## src/rtl/traffic_phase_sequencer_pkg.sv

```systemverilog
// Shared phase encoding, default phase durations and phase-order helper
// for traffic_phase_sequencer.
package traffic_phase_sequencer_pkg;

    typedef enum logic [1:0] {
        ALL_RED = 2'd0,
        GREEN   = 2'd1,
        YELLOW  = 2'd2,
        RED     = 2'd3
    } phase_t;

    localparam int DEF_GREEN_T     = 8;
    localparam int DEF_YELLOW_T    = 3;
    localparam int DEF_RED_T       = 6;
    localparam int DEF_MIN_GREEN_T = 2;
    localparam int DEF_CNT_W       = 4;

    // ALL_RED is only ever left once; the steady cycle is GREEN/YELLOW/RED.
    function automatic phase_t next_phase(input phase_t p);
        case (p)
            ALL_RED: next_phase = GREEN;
            GREEN:   next_phase = YELLOW;
            YELLOW:  next_phase = RED;
            default: next_phase = GREEN;
        endcase
    endfunction

endpackage

```

## src/rtl/traffic_phase_sequencer_sync_edge_detect.sv

```systemverilog
// Two-flop synchroniser with a one-cycle rising-edge pulse on the synchronised level.
module sync_edge_detect
    import traffic_phase_sequencer_pkg::*;
#(
    parameter logic HIST_INIT = 1'b1
) (
    input  logic clock,
    input  logic reset_n,
    input  logic raw,
    output logic rise
);

    logic       meta;
    logic       sync;
    logic       hist;
    logic [1:0] fill;

    // History is frozen until the chain has flushed its reset zeros, so a
    // level that is already high at reset release never looks like an edge.
    always_ff @(posedge clock or negedge reset_n) begin
        if (!reset_n) begin
            meta <= 1'b0;
            sync <= 1'b0;
            hist <= HIST_INIT;
            fill <= 2'b00;
        end else begin
            meta <= raw;
            sync <= meta;
            fill <= {fill[0], 1'b1};
            if (fill[1]) hist <= sync;
        end
    end

    assign rise = sync & ~hist;

endmodule

```

## src/rtl/traffic_phase_sequencer.sv

```systemverilog
// Traffic light phase sequencer: ALL_RED -> GREEN -> YELLOW -> RED -> GREEN ...
// Define PED_REQUEST_EN to let a pedestrian request cut GREEN short and gate walk.
module traffic_phase_sequencer
    import traffic_phase_sequencer_pkg::*;
#(
    parameter int GREEN_T     = DEF_GREEN_T,
    parameter int YELLOW_T    = DEF_YELLOW_T,
    parameter int RED_T       = DEF_RED_T,
    parameter int MIN_GREEN_T = DEF_MIN_GREEN_T,
    parameter int CNT_W       = DEF_CNT_W
) (
    input  logic             clock,
    input  logic             reset_n,
    input  logic             tick_in,
    input  logic             blink_in,
    input  logic             ped_req,
    output logic             light_g,
    output logic             light_y,
    output logic             light_r,
    output logic             walk,
    output logic [CNT_W-1:0] remaining,
    output logic             phase_tick
);

`ifdef PED_REQUEST_EN
    localparam bit PED_EN = 1'b1;
`else
    localparam bit PED_EN = 1'b0;
`endif

    logic tick;
    logic ped_rise;
    logic blink_meta;
    logic blink_sync;

    sync_edge_detect #(.HIST_INIT(1'b1)) u_tick_sync (
        .clock   (clock),
        .reset_n (reset_n),
        .raw     (tick_in),
        .rise    (tick)
    );

    sync_edge_detect #(.HIST_INIT(1'b1)) u_ped_sync (
        .clock   (clock),
        .reset_n (reset_n),
        .raw     (ped_req),
        .rise    (ped_rise)
    );

    always_ff @(posedge clock or negedge reset_n) begin
        if (!reset_n) begin
            blink_meta <= 1'b0;
            blink_sync <= 1'b0;
        end else begin
            blink_meta <= blink_in;
            blink_sync <= blink_meta;
        end
    end

    function automatic logic [CNT_W-1:0] phase_load(input phase_t p);
        case (p)
            GREEN:   phase_load = CNT_W'(GREEN_T - 1);
            YELLOW:  phase_load = CNT_W'(YELLOW_T - 1);
            RED:     phase_load = CNT_W'(RED_T - 1);
            default: phase_load = '0;
        endcase
    endfunction

    phase_t           state_q, state_d;
    logic [CNT_W-1:0] cnt_q, cnt_d;
    logic             req_q, req_d;
    logic             walk_q, walk_d;
    logic             pt_q, pt_d;
    logic             min_green_met;
    logic             cut;

    // Ticks spent in GREEN including the current one is GREEN_T - cnt.
    assign min_green_met = (int'(cnt_q) + MIN_GREEN_T) <= GREEN_T;
    assign cut           = PED_EN && (state_q == GREEN) && req_q && min_green_met;

    always_ff @(posedge clock or negedge reset_n) begin
        if (!reset_n) begin
            state_q <= ALL_RED;
            cnt_q   <= '0;
            req_q   <= 1'b0;
            walk_q  <= 1'b0;
            pt_q    <= 1'b0;
        end else begin
            state_q <= state_d;
            cnt_q   <= cnt_d;
            req_q   <= req_d;
            walk_q  <= walk_d;
            pt_q    <= pt_d;
        end
    end

    always_comb begin
        state_d = state_q;
        cnt_d   = cnt_q;
        req_d   = req_q;
        walk_d  = walk_q;
        pt_d    = 1'b0;
        if (tick) begin
            if ((cnt_q == '0) || cut) begin
                state_d = next_phase(state_q);
                cnt_d   = phase_load(state_d);
                pt_d    = 1'b1;
                if (state_d == RED) walk_d = PED_EN ? req_q : 1'b1;
                if (state_q == RED) req_d = 1'b0;
            end else begin
                cnt_d = cnt_q - CNT_W'(1);
            end
        end
        // A press landing on the RED-exit tick survives into the next GREEN.
        if (PED_EN && ped_rise) req_d = 1'b1;
    end

    assign light_r    = (state_q == ALL_RED) || (state_q == RED);
    assign light_g    = (state_q == GREEN);
    assign light_y    = (state_q == YELLOW) && blink_sync;
    assign walk       = (state_q == RED) && walk_q;
    assign remaining  = cnt_q;
    assign phase_tick = pt_q;

endmodule

```

## config.mk

```make
export PLATFORM = sky130hd
export DESIGN_NAME = traffic_phase_sequencer
export DESIGN_NICKNAME = d
export VERILOG_FILES = /design/src/rtl/traffic_phase_sequencer_pkg.sv /design/src/rtl/traffic_phase_sequencer_sync_edge_detect.sv /design/src/rtl/traffic_phase_sequencer.sv
export SDC_FILE = /design/constraint.sdc
export NUM_CORES = 1
export LEC_CHECK = 0
export ABC_CLOCK_PERIOD_IN_PS = 2300
export BUFFER_PORTS_ARGS = -buffer_cell sky130_fd_sc_hd__buf_4
export CAP_MARGIN = 20
export CORE_MARGIN = 2
export CORE_UTILIZATION = 50
export DETAILED_ROUTE_END_ITERATION = 10
export PLACE_DENSITY_LB_ADDON = 0.15
export SLEW_MARGIN = 20
export SYNTH_ARGS = -nofsm -noshare
export SYNTH_HDL_FRONTEND = slang
export SYNTH_SLANG_ARGS = --single-unit
```

## constraint.sdc

```tcl
create_clock -name clock -period 2.3 [get_ports clock]
set_clock_uncertainty 0.2 [all_clocks]
set_input_delay 0.115 -clock clock [delete_from_list [all_inputs] [get_ports clock]]
set_output_delay 0.115 -clock clock [all_outputs]
set_load 0.03 [all_outputs]
```

== Yosys cells after proc, flatten, opt, wreduce, memory -nomap -nowiden ==
Index checks and enable logic that the tools add are counted.
Word-level totals
  bits of input ports: 5
  flip-flop bits (word level): 15
  logic and storage cells: 33
Operators by class
  bitwise operators: 2
  $add $sub $neg: 1
  reductions and logical operators: 7
  muxes and demuxes: 7
  equality and inequality tests: 6
Operators by type and width (number)
  $pmux W3 S3: 1
  $eq A2 B2 Y1 const B: 4
  $eq A2 B1 Y1 const B: 2
  $logic_not A4 Y1: 1
  $mux W2: 2
  $mux W4: 1
  $pmux W2 S2: 1
  $sub A4 B1 Y4 const B: 1
  $reduce_and A3 Y1: 1
  $logic_and A1 B1 Y1: 2
  $logic_not A2 Y1: 1
  $mux W1: 2
  $reduce_and A2 Y1: 1
  $and A1 B1 Y1: 1
  $logic_or A1 B1 Y1: 1
  $not A1 Y1: 1

== Logic depth before layout (Yosys ltp) ==
Gate-level depths: netlist of the first run.
  depth after elaboration: 7
  gate-level depth with buffers: 6

== Hierarchy ==
A second synthesis of the first run with hierarchy kept.
Second synthesis, totals
  cell total of the unflattened synthesis: 48
  area, all modules: 625.6 um^2
By module, submodules not included
  traffic_phase_sequencer: area an instance 474.2 um^2, cells an instance 40, instances 1
  sync_edge_detect: area an instance 151.4 um^2, cells an instance 8, instances 1

== Worst setup path after synthesis of the first run ==
OpenSTA, ideal clock, no wires.
  path type: flip-flop to flip-flop
  start point: reg cnt_q[0] (netlist: remaining[0])
  end point: reg cnt_q[0] (netlist: remaining[0])
  library setup time: 0.126 ns
  stages on the path, launching flop included: 7
  slack: 0.443 ns
  arrival: 1.531 ns
  path through: dfrtp_1 inv_1 ha_1 nor3b_2 nor2b_4 buf_6 a221o_1
Between the ends
  cells in the longest elaborated chain, start to end: 2
  elaborated cells on any way between the ends: 3
RTL lines
  start: declaration: line traffic_phase_sequencer.sv:70  | logic [CNT_W-1:0] cnt_q, cnt_d;
  start signal: assignment: line traffic_phase_sequencer.sv:90  | cnt_q <= cnt_d;
  $sub A4 B1 Y4 / $logic_not A4 Y1 (equally long branches): line traffic_phase_sequencer.sv:111, traffic_phase_sequencer.sv:104
  $mux W4 *: line traffic_phase_sequencer.sv:104  | if ((cnt_q == '0) || cut) begin
Mark *: on every way between the ends. The rest lies on a longest branch, timed or not.
A chain may end at the register's enable or synchronous reset.

== Final worst setup path of the first run ==
  start point: reg cnt_q[0] (netlist: remaining[0])
  end point: reg state_q[0]
Between the ends
  cells in the longest elaborated chain, start to end: 2
RTL lines
  $logic_not A4 Y1: line traffic_phase_sequencer.sv:104
  $reduce_and A2 Y1 (no source line)
  end signal: assignment: line traffic_phase_sequencer.sv:89  | state_q <= state_d;
  end: declaration: line traffic_phase_sequencer.sv:69  | phase_t state_q, state_d;
Every way passes these cells.

==> impl_metrics.xml, run 1 <==
<?xml version="1.0" encoding="UTF-8"?>
<metrics>
  <group name="floorplanning">
    <metric name="die-area" unit="sq um">1614</metric>
    <metric name="die_x" unit="microns">40.18</metric>
    <metric name="placement_rows" unit="">13</metric>
    <metric name="boundaryPins" unit="">14</metric>
    <metric name="core_area" unit="sq um">1252</metric>
    <metric name="floorplan.initialDensity" unit="%">52.25</metric>
    <metric name="die_h" unit="microns">40.18</metric>
  </group>
  <group name="synth">
    <metric name="synth_cells" unit="">49</metric>
    <metric name="mappedNetlistNets" unit="">59</metric>
    <metric name="ys_ff_latch" unit="">15</metric>
    <metric name="synth_area_leader_cell" unit="">sky130_fd_sc_hd__dfrtp_1</metric>
    <metric name="synth_cell_types" unit="">21</metric>
    <metric name="synth-seq-area-share" unit="%">57.55</metric>
    <metric name="yosysWarnings" unit="">0</metric>
    <metric name="synth_top_cells_by_area" unit="">sky130_fd_sc_hd__dfrtp_1, sky130_fd_sc_hd__ha_1, sky130_fd_sc_hd__dfstp_2, sky130_fd_sc_hd__inv_1, sky130_fd_sc_hd__mux2_1</metric>
    <metric name="synth_area" unit="sq um">654.4</metric>
    <metric name="synthDominantCellAreaShare" unit="%">53.54</metric>
    <metric name="synth_area_per_cell" unit="sq um">13.35</metric>
  </group>
  <group name="placed_design">
    <metric name="io_buffer_count" unit="">12</metric>
    <metric name="finalWeightedCongestion" unit="">0.6046</metric>
    <metric name="detailed_place_hpwl" unit="microns">623.8</metric>
  </group>
  <group name="drt">
    <metric name="firstDrtPassIters" unit="">3</metric>
    <metric name="wl_per_cell" unit="microns">10.87</metric>
    <metric name="via_per_inst" unit="">4.634</metric>
    <metric name="vias" unit="">380</metric>
    <metric name="detailedRoute.firstIterationViolations" unit="">3</metric>
    <metric name="drt.antenna.violating_nets" unit="">0</metric>
    <metric name="drt_drc_violations_left" unit="">0</metric>
    <metric name="route.final.wire_length" unit="microns">891</metric>
  </group>
  <group name="power_and_ir_drop">
    <metric name="p_leak" unit="nW">0.4066</metric>
    <metric name="ir_drop" unit="uV">944.0</metric>
    <metric name="post-layout-total-power" unit="mW">1.043</metric>
    <metric name="total_power_divided_by_cell_area" unit="nW/um^2">1288</metric>
  </group>
  <group name="layout">
    <metric name="fillerInstances" unit="">103</metric>
    <metric name="post_route_cells_drive_above_1_share" unit="%">34.33</metric>
    <metric name="finish.net_count" unit="">78</metric>
    <metric name="area_growth" unit="%">23.71</metric>
    <metric name="antenna_cells" unit="">0</metric>
    <metric name="multiInputGateArea" unit="sq um">240.2</metric>
    <metric name="area.sequential" unit="sq um">376.6</metric>
  </group>
  <group name="cts">
    <metric name="cts_post_setup_buffers_inserted" unit="">0</metric>
    <metric name="cts.sink_count" unit="">15</metric>
    <metric name="insertion_delay" unit="ns">0.28</metric>
    <metric name="post_cts_sizing" unit="">0</metric>
    <metric name="cts_tree" unit="">built</metric>
    <metric name="ctsRootBufferMaster" unit="">sky130_fd_sc_hd__clkbuf_4</metric>
    <metric name="tritoncts.num_buffers" unit="">3</metric>
    <metric name="clock_tree.htree_level_count" unit="">1</metric>
    <metric name="clkTransAtPathRegs" unit="ns">0.08</metric>
    <metric name="clock_tree.buffer_depth" unit="">2</metric>
    <metric name="cts_hold_repair.buffers" unit="">3</metric>
  </group>
  <group name="grt">
    <metric name="number_of_antenna_violations_at_the_first_check_in_global_routing" unit="">0</metric>
    <metric name="grt.overflow.total" unit="">0</metric>
    <metric name="first_pass_grt_wire_length" unit="mm">1.490</metric>
    <metric name="maximum_number_of_pins_on_one_net_before_global_route_repair" unit="">16</metric>
    <metric name="grt_util_all_layers" unit="%">15.46</metric>
    <metric name="number_of_global_route_vias_before_repair" unit="">359</metric>
  </group>
  <group name="worst_setup_path">
    <metric name="startpoint_type" unit="">flop</metric>
    <metric name="crit_type" unit="">flop to flop</metric>
    <metric name="reg2regPathDepth" unit="">5</metric>
    <metric name="crit_path_end_kind" unit="">flop</metric>
    <metric name="timing.critical_path.fanout_max" unit="">5</metric>
    <metric name="worst-endpoint-required" unit="ns">2.31</metric>
    <metric name="cp.arrival" unit="ns">1.68</metric>
  </group>
  <group name="sta">
    <metric name="worst_hold_slack" unit="ns">0.01428</metric>
    <metric name="finalWorstPathRequiredPeriod" unit="ns">1.670</metric>
    <metric name="setup-violations-final" unit="">0</metric>
    <metric name="hold_viol" unit="">0</metric>
    <metric name="rsz0062_at_grt" unit="">no</metric>
    <metric name="timing.final.max_slew_violations" unit="">0</metric>
    <metric name="totalNegativeSetupSlack" unit="ns">0</metric>
    <metric name="period_share" unit="%">72.59</metric>
    <metric name="fmax" unit="MHz">598.9</metric>
  </group>
  <group name="flow_run">
    <metric name="cap_violations" unit="">0</metric>
  </group>
  <group name="min_path">
    <metric name="min_path_type" unit="">input pin to async pin</metric>
  </group>
  <group name="status">
    <metric name="outcome" unit="">finished clean</metric>
  </group>
</metrics>
[registers in the layout (all words and copies together) (netlist names)]
register / flops
u_tick_sync.hist: 1
blink_sync: 1
walk_q: 1
u_tick_sync.sync: 1
state_q: 2
u_tick_sync.meta: 1
blink_meta: 1
u_tick_sync.fill: 2
remaining: 4
phase_tick: 1
[kinds of logic after synthesis]
kind of cell | synth area share, %
compound gates | 4.206
fa+ha+maj | 9.560
buf+inv | 5.737
flops | 57.55
mux | 9.942
other cells | 0.5731
simple gates | 12.43
[worst max-delay path, cell delays in order, from the launching register on]
cell	delay [ns]
sky130_fd_sc_hd__dfrtp_1	0.43
sky130_fd_sc_hd__inv_1	0.07
sky130_fd_sc_hd__ha_1	0.19
sky130_fd_sc_hd__nor3b_2	0.25
sky130_fd_sc_hd__nor2b_4	0.26
sky130_fd_sc_hd__mux2i_1	0.20
[layer usage]
| metal | global-route usage, % | vias to the layer above | share of wire, % |
|---|---|---|---|
| met2 | 22.98 | 12 | 47 |
| met5 | 0 | - | 0 |
| met1 | 17.02 | 170 | 45 |
| met3 | 6.667 | 2 | 7.4 |
| li1 | - | 196 | - |
| met4 | 12.50 | 0 | 0.67 |
[metrics by stage]
stage	instances	utilization, %	setup WS (ns)	instance area, sq um
2_1_floorplan	49	-	0.4427	654.4
3_3_place_gp	75	60.04	0.6328	752.0
3_5_place_dp	75	60.04	0.6290	752.0
4_1_cts	82	64.64	0.6180	809.5
5_1_grt	82	64.64	0.5237	809.5
6_report	82	64.64	0.6304	809.5
[placed cells by master, fill, tap and decap left out]
cell type and n:
sky130_fd_sc_hd__and2_1 2, sky130_fd_sc_hd__mux2i_1 2, sky130_fd_sc_hd__inv_1 7, sky130_fd_sc_hd__clkbuf_4 3, sky130_fd_sc_hd__buf_4 12, sky130_fd_sc_hd__dfstp_2 1
sky130_fd_sc_hd__clkinv_2 1, sky130_fd_sc_hd__a221o_1 1, sky130_fd_sc_hd__dfrtp_1 14, sky130_fd_sc_hd__nor2b_4 1, sky130_fd_sc_hd__nor4_2 1, sky130_fd_sc_hd__o21ai_1 1
sky130_fd_sc_hd__conb_1 1, sky130_fd_sc_hd__a21oi_1 1, sky130_fd_sc_hd__ha_1 5, sky130_fd_sc_hd__dlygate4sd3_1 3, sky130_fd_sc_hd__nor3_1 1, sky130_fd_sc_hd__mux2_1 2
sky130_fd_sc_hd__a21o_1 1, sky130_fd_sc_hd__mux2_2 2, sky130_fd_sc_hd__nand2b_4 1, sky130_fd_sc_hd__nand2_1 1, sky130_fd_sc_hd__nor2_1 2, sky130_fd_sc_hd__nor3b_2 1
[cells in the mapped netlist]
| cell | n |
|---|---|
| sky130_fd_sc_hd__mux2_1 | 2 |
| sky130_fd_sc_hd__a21oi_1 | 1 |
| sky130_fd_sc_hd__dfrtp_1 | 14 |
| sky130_fd_sc_hd__and2_1 | 2 |
| sky130_fd_sc_hd__nand2_1 | 1 |
| sky130_fd_sc_hd__conb_1 | 1 |
| sky130_fd_sc_hd__nand2b_4 | 1 |
| sky130_fd_sc_hd__ha_1 | 5 |
| sky130_fd_sc_hd__mux2_2 | 2 |
| sky130_fd_sc_hd__nor3_1 | 1 |
| sky130_fd_sc_hd__inv_1 | 7 |
| sky130_fd_sc_hd__a21o_1 | 1 |
| sky130_fd_sc_hd__a221o_1 | 1 |
| sky130_fd_sc_hd__nor2b_4 | 1 |
| sky130_fd_sc_hd__nor3b_2 | 1 |
| sky130_fd_sc_hd__buf_6 | 1 |
| sky130_fd_sc_hd__nor2_1 | 2 |
| sky130_fd_sc_hd__nor4_2 | 1 |
| sky130_fd_sc_hd__mux2i_1 | 2 |
| sky130_fd_sc_hd__dfstp_2 | 1 |
| sky130_fd_sc_hd__o21ai_1 | 1 |
[path summary, 6_finish.rpt]
kind | slack [ns] | to | from
worst min register to register | 0.15 | u_tick_sync.fill[1] | u_tick_sync.fill[0]
worst min-delay path | 0.01 | u_tick_sync.fill[1] | reset_n
worst max-delay path | 0.63 | state_q[0] | remaining[0]
worst max register to register | 0.63 | state_q[0] | remaining[0]
max in group asynchronous | 1.65 | u_tick_sync.hist | reset_n
min in group clock | 0.15 | u_tick_sync.fill[1] | u_tick_sync.fill[0]
[power by group]
group | switching, mW | total [mW] | internal, mW
logic | 0.277 | 0.490 | 0.213
registers | 0.0734 | 0.408 | 0.335
clock network | 0.0796 | 0.144 | 0.0645
total | 0.430 | 1.04 | 0.613
[final cells by class]
| class | instances | share of cell area, % |
|---|---|---|
| tap | 15 | 2.318 |
| timing repair buffer | 15 | 14.84 |
| inverter | 7 | 3.246 |
| clock buffer | 3 | 2.782 |
| multi-input combinational | 26 | 29.68 |
| sequential | 15 | 46.52 |
| clock inverter | 1 | 0.6182 |
(Power assumes the default switching activity.)
==> run 2, diff against run 1 <==
--- a/config.mk
+++ b/config.mk
@@ -5,7 +5,8 @@
 export SDC_FILE = /design/constraint.sdc
 export NUM_CORES = 1
 export LEC_CHECK = 0
-export ABC_CLOCK_PERIOD_IN_PS = 2300
+export ABC_AREA = 1
+export ABC_CLOCK_PERIOD_IN_PS = 1550
 export BUFFER_PORTS_ARGS = -buffer_cell sky130_fd_sc_hd__buf_4
 export CAP_MARGIN = 20
 export CORE_MARGIN = 2
==> constraint.sdc (replaced) <==
create_clock -name clock -period 1.55 [get_ports clock]
set_clock_uncertainty 0.2 [all_clocks]
set_input_delay 0.0775 -clock clock [delete_from_list [all_inputs] [get_ports clock]]
set_output_delay 0.0775 -clock clock [all_outputs]
set_load 0.03 [all_outputs]
==> run 2 against run 1 <==
  * Clock-buffer cell count is 1 higher
  * Power grew 53%
  * Sequential cell count did not move
  * Cell count grew 26%
  * Critical path depth fell by 2
  * Non-clock buffer count rose by 2
  * Wire length grew 23%
  * Synthesized cell count grew 37%
  * Critical path type is now flop to primary output
  * Largest cell class unchanged
==> impl_metrics.xml, run 2 <==
<?xml version="1.0" encoding="UTF-8"?>
<metrics>
  <group name="status">
    <metric name="outcome" unit="">finished clean</metric>
  </group>
  <group name="layout">
    <metric name="fillerInstances" unit="">105</metric>
    <metric name="post_route_cells_drive_above_1_share" unit="%">29.55</metric>
    <metric name="antenna_cells" unit="">0</metric>
    <metric name="finish.net_count" unit="">99</metric>
    <metric name="area_growth" unit="%">27.61</metric>
    <metric name="layout_commonest_cell" unit="">sky130_fd_sc_hd__nand2_1</metric>
    <metric name="largest_register_ffs" unit="">4</metric>
    <metric name="final_cell_mix" unit="">sky130_fd_sc_hd__nand2_1, sky130_fd_sc_hd__dfrtp_1, sky130_fd_sc_hd__buf_4</metric>
  </group>
  <group name="worst_setup_path">
    <metric name="critical-path-max-stage-delay" unit="ns">0.42</metric>
    <metric name="startpoint_type" unit="">flop</metric>
    <metric name="cp.arrival" unit="ns">1.21</metric>
    <metric name="reg2regPathDepth" unit="">7</metric>
    <metric name="crit_type" unit="">flop to primary output</metric>
    <metric name="crit_path_end_kind" unit="">primary output</metric>
    <metric name="worst-endpoint-required" unit="ns">1.27</metric>
    <metric name="timing.critical_path.fanout_max" unit="">3</metric>
    <metric name="slowest_cell_on_the_critical_path" unit="">sky130_fd_sc_hd__dfrtp_1</metric>
    <metric name="crit_chain" unit="">inv_2, ha_2, buf_4</metric>
  </group>
  <group name="synth">
    <metric name="synthMostInstantiatedCell" unit="">sky130_fd_sc_hd__nand2_1</metric>
    <metric name="synth_area" unit="sq um">670.6</metric>
    <metric name="synth_cells" unit="">67</metric>
    <metric name="synth_area_per_cell" unit="sq um">10.01</metric>
    <metric name="synthMuxAreaShare" unit="%">0</metric>
    <metric name="synthDominantCellAreaShare" unit="%">52.24</metric>
    <metric name="synth_area_leader_cell" unit="">sky130_fd_sc_hd__dfrtp_1</metric>
    <metric name="async_reset_ff_share" unit="%">100.0</metric>
    <metric name="synth-seq-area-share" unit="%">56.16</metric>
    <metric name="yosys_most_used_dff" unit="">sky130_fd_sc_hd__dfrtp_1</metric>
    <metric name="mappedNetlistNets" unit="">77</metric>
    <metric name="synth_cell_types" unit="">17</metric>
    <metric name="yosysWarnings" unit="">0</metric>
    <metric name="synth_edf_count" unit="">0</metric>
    <metric name="yosys.area_share.adder" unit="%">9.328</metric>
    <metric name="synth-simple-area-share" unit="%">23.13</metric>
    <metric name="ys_ff_latch" unit="">15</metric>
    <metric name="synth_top_cells_by_area" unit="">sky130_fd_sc_hd__dfrtp_1, sky130_fd_sc_hd__ha_1, sky130_fd_sc_hd__nand2_1, sky130_fd_sc_hd__inv_1, sky130_fd_sc_hd__nor2_4</metric>
    <metric name="share_of_the_synthesized_area_in_compound_gates_ao_oa_aoi_oai" unit="%">4.104</metric>
    <metric name="synth_top_family_by_area" unit="">simple AND/OR/NAND/NOR gates</metric>
    <metric name="synthXorXnorAreaFrac" unit="%">0</metric>
    <metric name="post_synth_most_frequent_cells" unit="">sky130_fd_sc_hd__nand2_1, sky130_fd_sc_hd__dfrtp_1, sky130_fd_sc_hd__inv_1</metric>
  </group>
  <group name="power_and_ir_drop">
    <metric name="post-layout-total-power" unit="mW">1.597</metric>
    <metric name="p_leak" unit="nW">0.4509</metric>
    <metric name="total_power_divided_by_cell_area" unit="nW/um^2">1866</metric>
    <metric name="ir_drop" unit="uV">956.7</metric>
  </group>
  <group name="floorplanning">
    <metric name="die-area" unit="sq um">1650</metric>
    <metric name="die_h" unit="microns">40.63</metric>
    <metric name="boundaryPins" unit="">14</metric>
    <metric name="core_area" unit="sq um">1269</metric>
    <metric name="floorplan.initialDensity" unit="%">52.86</metric>
    <metric name="placement_rows" unit="">13</metric>
    <metric name="die_x" unit="microns">40.63</metric>
  </group>
  <group name="sta">
    <metric name="setup-violations-final" unit="">0</metric>
    <metric name="hold_viol" unit="">0</metric>
    <metric name="period_share" unit="%">95.96</metric>
    <metric name="timing.final.max_slew_violations" unit="">0</metric>
    <metric name="worst_slack" unit="ns">0.06261</metric>
    <metric name="fmax" unit="MHz">672.3</metric>
    <metric name="finalWorstPathRequiredPeriod" unit="ns">1.487</metric>
  </group>
  <group name="grt">
    <metric name="global_routing_met2_resource_utilization" unit="%">22.22</metric>
    <metric name="maximum_number_of_pins_on_one_net_before_global_route_repair" unit="">16</metric>
    <metric name="grtUsageMet1" unit="%">21.05</metric>
    <metric name="number_of_antenna_violations_at_the_first_check_in_global_routing" unit="">0</metric>
    <metric name="grt.overflow.total" unit="">0</metric>
    <metric name="first_pass_grt_wire_length" unit="mm">1.621</metric>
    <metric name="grt_util_all_layers" unit="%">16.53</metric>
    <metric name="grt_most_used_layer" unit="">met2</metric>
    <metric name="number_of_global_route_vias_before_repair" unit="">388</metric>
    <metric name="met3_usage" unit="%">4.891</metric>
  </group>
  <group name="drt">
    <metric name="drt_drc_violations_left" unit="">0</metric>
    <metric name="route.final.wire_length" unit="mm">1.099</metric>
    <metric name="detailedRoute.firstIterationViolations" unit="">2</metric>
    <metric name="wl_per_cell" unit="microns">10.67</metric>
    <metric name="drt.antenna.violating_nets" unit="">0</metric>
    <metric name="firstDrtPassIters" unit="">4</metric>
    <metric name="via_per_inst" unit="">4.612</metric>
    <metric name="vias" unit="">475</metric>
  </group>
  <group name="min_path">
    <metric name="min_path_type" unit="">flop to flop</metric>
    <metric name="hold_path_depth" unit="">0</metric>
  </group>
  <group name="cts">
    <metric name="tritoncts.num_buffers" unit="">3</metric>
    <metric name="clkTransAtPathRegs" unit="ns">0.09</metric>
    <metric name="insertion_delay" unit="ns">0.29</metric>
    <metric name="cts.sink_count" unit="">15</metric>
    <metric name="clock_tree.buffer_depth" unit="">2</metric>
    <metric name="cts_tree" unit="">built</metric>
    <metric name="ctsRootBufferMaster" unit="">sky130_fd_sc_hd__clkbuf_4</metric>
    <metric name="clock_tree.htree_level_count" unit="">1</metric>
  </group>
  <group name="placed_design">
    <metric name="finalWeightedCongestion" unit="">0.6888</metric>
    <metric name="io_buffer_count" unit="">12</metric>
    <metric name="detailedPlace.worstSlack" unit="ns">0.1554</metric>
    <metric name="detailed_place_hpwl" unit="microns">768.4</metric>
  </group>
  <group name="flow_run">
    <metric name="cap_violations" unit="">0</metric>
  </group>
</metrics>
==> run 2: cell type report <==
class / count / area, sq um / area share (%)
repair buffers: 17 / 137.6 / 16.08
multi-input cells: 40 / 251.5 / 29.39
well taps: 15 / 18.77 / 2.193
flip-flops and latches: 15 / 376.6 / 44.01
clock buffers: 4 / 26.28 / 3.070
inverters: 12 / 45.04 / 5.263
==> run 2: power breakdown <==
group | leakage [nW] | internal (mW) | switching, mW
logic | 0.255 | 0.303 | 0.475
registers | 0.181 | 0.494 | 0.100
clock network | 0.0150 | 0.100 | 0.125
==> run 2: cells by family (layout without fill, tap and decap cells) <==
logic type / Yosys count / count (layout)
adders and majority gates: 5 / 5
buffers and inverters: 12 / 33
AOI/OAI and AO/OA: 5 / 5
and+or+nand+nor: 29 / 29
other: 1 / 1
DFF: 15 / 15
==> run 2: path summary, 6_finish.rpt <==
kind	slack, ns	from	end
worst max-delay path	0.06	state_q[0]	light_r
worst min-delay path	0.15	u_tick_sync.meta	u_tick_sync.sync
worst max register to register	0.15	remaining[0]	remaining[3]
worst min register to register	0.15	u_tick_sync.meta	u_tick_sync.sync
max in group asynchronous	0.40	reset_n	u_tick_sync.hist
min in group asynchronous	0.51	reset_n	remaining[2]
==> run 2: critical path, delay by kind of cell, from the launching register on <==
| kind | cells | cell delay (ns) |
|---|---|---|
| fa+ha+maj | 1 | 0.27 |
| buf+inv | 2 | 0.24 |
| flops | 1 | 0.42 |
==> run 2: repair_timing <==
item	CTS	global route
setup buffers	0	1
hold buffers	4	0
setup endpoints to repair	0	2
endpoints found under the hold margin	17	0
resized for setup	0	2
==> run 2: stage by stage <==
stage	cell area, sq um	hold slack [ns]	instances	util, %	TNS (ns)
after CTS	845.8	0.1562	102	66.67	0
after floorplan	670.6	-0.4181	67	-	0
after global routing	855.8	0.1671	103	67.46	-0.003252
after detailed placement	779.5	-0.2577	94	61.44	0
final	855.8	0.1525	103	67.46	0
after global placement	779.5	-0.2608	94	61.44	0
==> run 2: layer usage <==
metal | vias to the layer above | share of wire (%) | routed length [microns]
met5 | - | 0 | 0
met4 | 0 | 4.0 | 44
met3 | 4 | 4.5 | 49
met2 | 13 | 45 | 494
met1 | 211 | 46 | 511
li1 | 247 | - | -
==> run 3, diff against run 2 <==
--- a/config.mk
+++ b/config.mk
@@ -9,9 +9,10 @@
 export ABC_CLOCK_PERIOD_IN_PS = 1550
 export BUFFER_PORTS_ARGS = -buffer_cell sky130_fd_sc_hd__buf_4
 export CAP_MARGIN = 20
-export CORE_MARGIN = 2
-export CORE_UTILIZATION = 50
+export CORE_AREA = 2 2 39 41
+export CTS_BUF_LIST = sky130_fd_sc_hd__clkbuf_2 sky130_fd_sc_hd__clkbuf_4 sky130_fd_sc_hd__clkbuf_8
 export DETAILED_ROUTE_END_ITERATION = 10
+export DIE_AREA = 0 0 41 43
 export PLACE_DENSITY_LB_ADDON = 0.15
 export SLEW_MARGIN = 20
 export SYNTH_ARGS = -nofsm -noshare
==> run 3 against run 2 <==
  * Combinational power rose by 2%
  * Critical endpoint unchanged
  * Non-clock buffer count did not move
  * Power rose by 1.0%
  * Clock power barely moved
  * Largest cell class unchanged
  * Register-to-register slack barely moved
  * Wire length rose by 1.0%
  * Setup slack improved by 0.015 ns
  * First-iteration DRC count did not move
  * Clock-buffer cell count fell by 1
==> impl_metrics.xml, run 3 (synthesis gave the netlist of run 2 again) <==
<?xml version="1.0" encoding="UTF-8"?>
<metrics>
  <group name="floorplanning">
    <metric name="placement_rows" unit="">14</metric>
    <metric name="boundaryPins" unit="">14</metric>
    <metric name="die_h" unit="microns">43</metric>
    <metric name="die-area" unit="sq um">1763</metric>
    <metric name="die_x" unit="microns">41</metric>
    <metric name="floorplan.initialDensity" unit="%">48.46</metric>
    <metric name="core_area" unit="sq um">1384</metric>
  </group>
  <group name="grt">
    <metric name="number_of_global_route_vias_before_repair" unit="">441</metric>
    <metric name="first_pass_grt_wire_length" unit="mm">1.869</metric>
    <metric name="grt.overflow.total" unit="">0</metric>
    <metric name="number_of_antenna_violations_at_the_first_check_in_global_routing" unit="">0</metric>
    <metric name="grt_util_all_layers" unit="%">16.60</metric>
    <metric name="maximum_number_of_pins_on_one_net_before_global_route_repair" unit="">16</metric>
  </group>
  <group name="sta">
    <metric name="period_share" unit="%">95.00</metric>
    <metric name="rsz0062_at_grt" unit="">no</metric>
    <metric name="fmax" unit="MHz">679.1</metric>
    <metric name="finalWorstPathRequiredPeriod" unit="ns">1.473</metric>
    <metric name="timing.final.max_slew_violations" unit="">0</metric>
    <metric name="hold_viol" unit="">0</metric>
    <metric name="worst_hold_slack" unit="ns">0.1579</metric>
    <metric name="totalNegativeSetupSlack" unit="ns">0</metric>
    <metric name="setup-violations-final" unit="">0</metric>
  </group>
  <group name="drt">
    <metric name="vias" unit="">488</metric>
    <metric name="drt.antenna.violating_nets" unit="">0</metric>
    <metric name="via_per_inst" unit="">4.692</metric>
    <metric name="drt_drc_violations_left" unit="">0</metric>
    <metric name="detailedRoute.firstIterationViolations" unit="">2</metric>
    <metric name="firstDrtPassIters" unit="">2</metric>
    <metric name="route.final.wire_length" unit="mm">1.110</metric>
    <metric name="wl_per_cell" unit="microns">10.67</metric>
  </group>
  <group name="worst_setup_path">
    <metric name="crit_path_end_kind" unit="">primary output</metric>
    <metric name="crit_type" unit="">flop to primary output</metric>
    <metric name="startpoint_type" unit="">flop</metric>
    <metric name="timing.critical_path.fanout_max" unit="">3</metric>
    <metric name="cp.arrival" unit="ns">1.20</metric>
    <metric name="worst-endpoint-required" unit="ns">1.27</metric>
  </group>
  <group name="cts">
    <metric name="insertion_delay" unit="ns">0.28</metric>
    <metric name="ctsRootBufferMaster" unit="">sky130_fd_sc_hd__clkbuf_4</metric>
    <metric name="tritoncts.num_buffers" unit="">3</metric>
    <metric name="clock_tree.buffer_depth" unit="">2</metric>
    <metric name="cts_tree" unit="">built</metric>
    <metric name="cts.sink_count" unit="">15</metric>
    <metric name="clkTransAtPathRegs" unit="ns">0.09</metric>
    <metric name="clock_tree.htree_level_count" unit="">1</metric>
  </group>
  <group name="placed_design">
    <metric name="finalWeightedCongestion" unit="">0.6707</metric>
    <metric name="io_buffer_count" unit="">12</metric>
    <metric name="detailed_place_hpwl" unit="microns">785.4</metric>
  </group>
  <group name="status">
    <metric name="outcome" unit="">finished clean</metric>
  </group>
  <group name="min_path">
    <metric name="min_path_type" unit="">flop to flop</metric>
  </group>
  <group name="power_and_ir_drop">
    <metric name="ir_drop" unit="uV">1108</metric>
    <metric name="total_power_divided_by_cell_area" unit="nW/um^2">1866</metric>
    <metric name="p_leak" unit="nW">0.4530</metric>
  </group>
  <group name="layout">
    <metric name="layout_commonest_cell" unit="">sky130_fd_sc_hd__nand2_1</metric>
    <metric name="finish.net_count" unit="">99</metric>
    <metric name="layout.core_utilization" unit="%">62.48</metric>
    <metric name="antenna_cells" unit="">0</metric>
    <metric name="largest_register_ffs" unit="">4</metric>
    <metric name="fillerInstances" unit="">123</metric>
    <metric name="area_growth" unit="%">28.92</metric>
    <metric name="post_route_cells_drive_above_1_share" unit="%">31.82</metric>
    <metric name="final_cell_mix" unit="">sky130_fd_sc_hd__nand2_1, sky130_fd_sc_hd__dfrtp_1, sky130_fd_sc_hd__buf_4</metric>
  </group>
  <group name="flow_run">
    <metric name="cap_violations" unit="">0</metric>
  </group>
</metrics>
==> run 3: stage by stage <==
stage               power (mW)  worst slack (ns)  instances  area [sq um]
global route             1.744          0.006125        104         864.6
CTS                      1.596           0.01542        103         848.3
global placement         1.342            0.1672         95         780.7
floorplan                1.132           0.07048         67         670.6
finish                   1.613           0.07743        104         864.6
detailed placement       1.362            0.1265         95         780.7
==> run 3: report_power, final <==
group | leakage [nW] | total, mW | switching (mW) | internal, mW
sequential | 0.181 | 0.597 | 0.103 | 0.494
clock | 0.0177 | 0.224 | 0.128 | 0.0958
combinational | 0.254 | 0.792 | 0.481 | 0.311
total | 0.453 | 1.61 | 0.713 | 0.900
==> run 3: what timing repair did <==
action / in CTS / in global routing
gates resized for setup: 0 / 4
endpoints found under the hold margin: 17 / 0
setup buffers: 0 / 1
endpoints found under the setup margin: 0 / 4
hold buffers: 4 / 0
==> run 3: path summary, 6_finish.rpt <==
path | start | endpoint | slack [ns] | cells after the start
max in group asynchronous | reset_n | u_tick_sync.hist | 0.41 | 3
hold / removal | blink_meta | blink_sync | 0.16 | 0
hold reg to reg | blink_meta | blink_sync | 0.16 | 0
setup reg to reg | remaining[0] | remaining[3] | 0.16 | 7
min in group asynchronous | reset_n | remaining[1] | 0.50 | 3
setup / recovery | state_q[0] | light_r | 0.08 | 3
==> run 3: final cells by class <==
type | count | area [sq um] | area share (%)
clock buffers | 3 | 22.52 | 2.605
well taps | 16 | 20.02 | 2.315
flip-flops and latches | 15 | 376.6 | 43.56
inverters | 12 | 45.04 | 5.210
clock inverters | 1 | 5.005 | 0.5789
repair buffers | 17 | 141.4 | 16.35
multi-input cells | 40 | 254.0 | 29.38
==> run 3: routing by layer <==
metal	up-vias	GRT usage [%]	part of all wire, %	wire length, microns
met4	0	10.00	3.0	33
met1	226	23.51	47	524
met5	-	0	0	0
li1	247	-	-	-
met2	11	21.88	46	509
met3	4	4.712	3.8	42
==> run 3: critical path, cell delays in order, from the launching register on <==
cell and delay [ns]:
sky130_fd_sc_hd__dfrtp_1 0.42, sky130_fd_sc_hd__inv_2 0.07, sky130_fd_sc_hd__ha_2 0.27, sky130_fd_sc_hd__buf_4 0.17
